`config.mk`:
```
export PLATFORM = sky130hd
export DESIGN_NAME = hazard_unit
export DESIGN_NICKNAME = d
export VERILOG_FILES = /design/src/rtl/hazard_unit_pkg.sv /design/src/rtl/hazard_unit.sv
export SDC_FILE = /design/constraint.sdc
export NUM_CORES = 1
export LEC_CHECK = 0
export ABC_AREA = 1
export CORE_UTILIZATION = 34
export DETAILED_ROUTE_END_ITERATION = 10
export PLACE_DENSITY = 0.62
export SYNTH_ARGS = -nofsm -noshare
export SYNTH_HDL_FRONTEND = slang
export SYNTH_SLANG_ARGS = --single-unit
```
`constraint.sdc`:
```
create_clock -name clk -period 2.4 [get_ports clk]
set_clock_uncertainty 0.15 [all_clocks]
set_input_delay 0.48 -clock clk [delete_from_list [all_inputs] [get_ports clk]]
set_output_delay 0.48 -clock clk [all_outputs]
set_load 0.05 [all_outputs]
```
`src/rtl/hazard_unit_pkg.sv`:
```
`default_nettype none
// ============================================================================
//  Module   : hazard_unit_pkg
//  Brief    : Shared pipeline definitions for the hazard unit: controller
//             state encoding, load-writeback select code, wait-timeout default.
//  Revision : 1.0 - initial release
// ============================================================================
package hazard_unit_pkg;

    // Hazard controller states
    typedef enum logic [1:0] {
        ST_RUN      = 2'd0,
        ST_LDUSE    = 2'd1,
        ST_MEMWAIT  = 2'd2,
        ST_REDIRECT = 2'd3
    } hz_state_t;

    // ex_wbsel code selecting data-memory load writeback
    localparam logic [1:0] WB_MEM_DEFAULT = 2'b01;

    // Longest tolerated memory wait, in cycles, before forced release
    localparam int unsigned MEM_TIMEOUT_DEFAULT = 255;

    // Width of the memory wait counter and of the stall counter
    localparam int unsigned WAIT_CNT_W  = 16;
    localparam int unsigned STALL_CNT_W = 16;

endpackage : hazard_unit_pkg
`default_nettype wire

```
`src/rtl/hazard_unit.sv`:
```
`default_nettype none
// ============================================================================
//  Module   : hazard_unit
//  Brief    : Pipeline hazard controller. Detects load-use and memory-wait
//             hazards and PC redirects, drives stall / PC hold / flush, flags
//             memory waits that never complete and counts stalled cycles.
//  Revision : 1.0 - initial release
// ============================================================================
module hazard_unit
    import hazard_unit_pkg::*;
#(
    parameter logic [1:0]  WB_MEM      = WB_MEM_DEFAULT,
    parameter int unsigned MEM_TIMEOUT = MEM_TIMEOUT_DEFAULT
) (
    input  logic        clk,
    input  logic        rst,            // asynchronous, active-low
    input  logic [4:0]  id_rs1addr,
    input  logic [4:0]  id_rs2addr,
    input  logic        id_uses_rs1,
    input  logic        id_uses_rs2,
    input  logic [4:0]  ex_rdaddr,
    input  logic        ex_regwr,
    input  logic [1:0]  ex_wbsel,
    input  logic        ex_willjmp,
    input  logic        mem_req,
    input  logic        mem_ready,
    output logic        stall,
    output logic        pc_hold,
    output logic        flush_if,
    output logic        flush_id,
    output logic        mem_timeout,
    output logic [15:0] stall_count
);

    // Counter value at which the current wait cycle is the last tolerated one
    localparam logic [WAIT_CNT_W-1:0] C_TIMEOUT_LAST = WAIT_CNT_W'(MEM_TIMEOUT - 1);
    localparam logic [STALL_CNT_W-1:0] C_STALL_MAX   = {STALL_CNT_W{1'b1}};

    hz_state_t              state_q, state_d;
    logic [WAIT_CNT_W-1:0]  wait_cnt_q, wait_cnt_d;
    logic                   mem_timeout_q, mem_timeout_d;
    logic                   release_q, release_d;   // cycle right after a timeout
    logic [STALL_CNT_W-1:0] stall_count_q, stall_count_d;

    logic w_luh;
    logic w_mw;
    logic w_mw_eff;
    logic w_stall_raw;
    logic w_flush_raw;

    // Hazard detection from the ID/EX/MEM stage signals
    always_comb begin
        w_luh = ex_regwr && (ex_wbsel == WB_MEM) && (ex_rdaddr != 5'd0) &&
                ((id_uses_rs1 && (id_rs1addr == ex_rdaddr)) ||
                 (id_uses_rs2 && (id_rs2addr == ex_rdaddr)));
        w_mw  = mem_req && !mem_ready;
        // The stuck access is abandoned in the release cycle, so its request is ignored
        w_mw_eff = w_mw && !release_q;
    end

    // Next-state, wait counter and raw command decode
    always_comb begin
        state_d       = state_q;
        wait_cnt_d    = wait_cnt_q;
        mem_timeout_d = mem_timeout_q;
        release_d     = 1'b0;
        w_stall_raw   = 1'b0;
        w_flush_raw   = 1'b0;
        case (state_q)
            ST_RUN, ST_LDUSE: begin
                if (w_mw_eff) begin
                    w_stall_raw = 1'b1;
                    state_d     = ST_MEMWAIT;
                    wait_cnt_d  = WAIT_CNT_W'(1);
                end else if (ex_willjmp) begin
                    w_flush_raw = 1'b1;
                    state_d     = ST_REDIRECT;
                end else if ((state_q == ST_RUN) && w_luh) begin
                    // In LDUSE the EX bubble still carries the load's rd, so luh is masked
                    w_stall_raw = 1'b1;
                    state_d     = ST_LDUSE;
                end else begin
                    state_d = ST_RUN;
                end
            end
            ST_REDIRECT: begin
                // ID holds a squashed slot: only a memory wait matters here
                if (w_mw_eff) begin
                    w_stall_raw = 1'b1;
                    state_d     = ST_MEMWAIT;
                    wait_cnt_d  = WAIT_CNT_W'(1);
                end else begin
                    state_d = ST_RUN;
                end
            end
            ST_MEMWAIT: begin
                // EX is frozen, so a pending jump is re-evaluated once back in RUN
                w_stall_raw = 1'b1;
                if (mem_ready) begin
                    state_d    = ST_RUN;
                    wait_cnt_d = '0;
                end else if (wait_cnt_q >= C_TIMEOUT_LAST) begin
                    mem_timeout_d = 1'b1;
                    release_d     = 1'b1;
                    state_d       = ST_RUN;
                    wait_cnt_d    = '0;
                end else begin
                    wait_cnt_d = wait_cnt_q + WAIT_CNT_W'(1);
                end
            end
            default: begin
                state_d    = ST_RUN;
                wait_cnt_d = '0;
            end
        endcase
    end

    // Outputs forced low while reset is asserted
    always_comb begin
        stall    = w_stall_raw && rst;
        pc_hold  = w_stall_raw && rst;
        flush_if = w_flush_raw && rst;
        flush_id = w_flush_raw && rst;
    end

    // Saturating count of stalled cycles
    always_comb begin
        stall_count_d = stall_count_q;
        if (stall && (stall_count_q != C_STALL_MAX)) begin
            stall_count_d = stall_count_q + STALL_CNT_W'(1);
        end
    end

    // State and counter registers
    always_ff @(posedge clk or negedge rst) begin
        if (!rst) begin
            state_q       <= ST_RUN;
            wait_cnt_q    <= '0;
            mem_timeout_q <= 1'b0;
            release_q     <= 1'b0;
            stall_count_q <= '0;
        end else begin
            state_q       <= state_d;
            wait_cnt_q    <= wait_cnt_d;
            mem_timeout_q <= mem_timeout_d;
            release_q     <= release_d;
            stall_count_q <= stall_count_d;
        end
    end

    assign mem_timeout = mem_timeout_q;
    assign stall_count = stall_count_q;

endmodule : hazard_unit
`default_nettype wire

```
==> flow_metrics.tcl <==
set metrics [dict create \
    design.core.area_um2 6030 \
    synth_edf_count 0 \
    grt.total_usage_pct 17.3 \
    synthFlopType "dfrtp_1" \
    synth_nets 323 \
    use_met3_pct 3.11 \
    drt_first_pass_iters 4 \
    grt_use_met2_pct 27.8 \
    synth_area_um2 2160 \
    arrival_ns 2.37 \
    synth_seq_cells 36 \
    switchingPower_mw 0.738 \
    crit_fanout 3 \
    placed_cells 419 \
    antenna_found_initial 0 \
    hold_viol 0 \
    setup_viol 0 \
    reg2reg_depth 11 \
    ir_drop_mv 0.530 \
    drtIter0Drc 93 \
    crit_path_end_kind "flip-flop" \
    p_per_area_nw_per_um2 650 \
    gp_congestion 0.929 \
    holdPathStages 1 \
    gr-total-overflow 0 \
    pwr-share-seq_pct 38.7 \
    syn_area_per_cell_um2 7.32 \
    fmax_ghz 0.428 \
    vias 2084 \
    die-area_um2 6670 \
    netlist_instances 295 \
    p_leak_nw 1.53 \
    diodes 0 \
    drv_slew 0 \
    num-nets-final 390 \
    clock_latency_ns 0.29 \
    outcome "complete, no violations" \
    yosysSeqAreaShare_pct 41.7 \
    finalNonFillerCells 437 \
    top_usage_layer "met2" \
    cts_tree "yes" \
    numPortBuffers 45 \
    grt_pass1_wl_um 8890 \
    grt_max_degree 39 \
    numClockSinks 36 \
    relSlewSlack_pct 66.2 \
    pwr-share-clk_pct 24.0 \
    grt_pass1_vias 1978 \
    drt-total-wl_um 5210 \
    vias_per_cell 4.77 \
    post-route-period-util_pct 97.3 \
    hp-class "flip-flop to flip-flop" \
    cts_root_buf "clkbuf_8" \
    maxCapViolCount 0 \
    ys_types 27 \
    tightestPinTransition_ns 0.506 \
    rows 28 \
    ys.warnings.count 0 \
    cp-start-kind "input pin" \
    use_met1_pct 23.2 \
    wl_per_cell_um 11.9 \
    cts_buffers 5 \
    ioPinCount 46 \
    dp.final_hpwl_um 3770 \
    ys_async_sr_fraction_pct 100 \
    power_frac_comb_pct 37.3 \
    p_sw_share_pct 37.9 \
    crit_type "input pin to flip-flop" \
    ant_nets 0 \
    fp.dieW_um 81.7 \
    p_int_mw 1.21 \
    finalCriticalPeriod_ns 2.34 \
    htree_levels 2 \
    crit_required_ns 2.43 \
    syn2layout_area_growth_pct 38.8 \
    drc 0 \
    clk_pin_slew_ns 0.07 \
    whs_ns 0.323 \
    chipHeight_um 81.7 \
    clock_path_buffers 2 \
    initial_core_util_pct 35.8 \
    drive_gt1_share_pct 15.7 \
]
-- what timing repair did --
action,in CTS,in global routing
pin swaps,16,7
resized for setup,23,16
endpoints found under the hold margin,2,0
endpoints found under the setup margin,2,3
buffers inserted,9,1
hold buffers,1,0
-- synthesized netlist by cell type (all sizes together) (2+ instances only) --
library cell / instances / share of area [%]
nand2: 90 / 16
nor2: 41 / 7.2
inv: 40 / 7.0
dfrtp: 36 / 42
nand3: 19 / 5.0
nand4: 18 / 5.9
xor2: 10 / 4.1
nor3: 9 / 2.6
buf: 7 / 2.1
xnor2: 7 / 2.8
a21oi: 5 / 1.2
o21ai: 4 / 0.93
ha: 3 / 1.7
nand3b: 2 / 0.70
-- through the flow --
step / cell area (um^2) / setup slack (ns) / utilization [%] / setup TNS, ns / total power [mW]
after CTS: 2970 / 0.00128 / 49.2 / 0 / 1.96
after detailed placement: 2790 / -0.256 / 46.3 / -0.882 / 1.48
after global routing: 3000 / -0.0246 / 49.7 / -0.0246 / 2.07
after floorplan: 2170 / -0.0159 / - / -0.0159 / 1.20
final: 3000 / 0.0642 / 49.7 / 0 / 1.95
after global placement: 2790 / -0.217 / 46.3 / -0.433 / 1.47
-- power by group through the flow --
stage / sequential [mW] / combinational [mW] / clock, mW
final: 0.753 / 0.726 / 0.467
after global routing: 0.765 / 0.793 / 0.509
after CTS: 0.754 / 0.725 / 0.481
after detailed placement: 0.764 / 0.717 / 0
after global placement: 0.761 / 0.712 / 0
after floorplan: 0.896 / 0.301 / 0
-- worst max-delay path, cell delays in order --
cell,delay (ns)
clkdlybuf4s15_1,0.21
inv_2,0.08
nand2_1,0.06
nand2_1,0.07
nor2_1,0.04
nand3_1,0.07
nand2_2,0.08
buf_4,0.14
buf_4,0.12
buf_4,0.12
buf_4,0.12
buf_4,0.12
buf_4,0.12
buf_4,0.12
buf_4,0.12
buf_4,0.12
a21oi_2,0.11
nor2_1,0.05
-- area by class of cell --
| cell class | count | area [um^2] |
|---|---|---|
| clock buffers | 7 | 96.3 |
| fillers | 624 | 3030 |
| inverters | 40 | 150 |
| multi-input cells | 211 | 1120 |
| flip-flops and latches | 36 | 901 |
| well taps | 75 | 93.8 |
| repair buffers | 68 | 638 |
-- cell families (layout without fill, tap and decap cells) --
logic type	after synthesis	count (layout)	share of synthesized area, %
DFF	36	36	41.7
AOI/OAI and AO/OA	11	11	2.78
xor gates and xnor gates	17	17	6.90
adders and majority gates	3	3	1.74
buffers and inverters	48	115	9.22
and+or+nand+nor	180	180	37.6
-- routing by layer --
metal / wire, um / vias up
li1: - / 1061
met1: 2460 / 972
met2: 2460 / 38
met3: 173 / 13
met4: 113 / 0
met5: 0 / -
-- cell usage in the layout, fill, tap and decap left out, types with 3 or more instances in the layout --
master	n
dlygate4sd2_1	12
xor2_1	10
dfrtp_1	36
buf_12	4
nand2_2	3
a21oi_1	4
nand2_1	87
nor3_1	7
ha_1	3
buf_4	22
o21ai_0	4
nand3_1	16
clkdlybuf4s15_1	3
inv_1	35
xnor2_1	7
clkdlybuf4s50_1	22
inv_2	5
clkbuf_8	7
nor2_1	37
nand4_1	17
-- state kept, by name (all words and copies together) (netlist names) --
name,count
mem_timeout,1
wait_cnt_q,16
state_q,2
stall_count,16
release_q,1
-- final timing paths --
| check | startpoint | endpoint | slack (ns) |
|---|---|---|---|
| hold reg to reg | mem_timeout | mem_timeout | 0.32 |
| setup / recovery | ex_rdaddr[3] | state_q[0] | 0.06 |
| max in group asynchronous | rst | stall_count[10] | 1.06 |
| setup reg to reg | state_q[1] | stall_count[10] | 0.33 |
| hold / removal | mem_timeout | mem_timeout | 0.32 |
| min in group asynchronous | rst | state_q[1] | 0.39 |
Power figures use the tool's default switching activity.
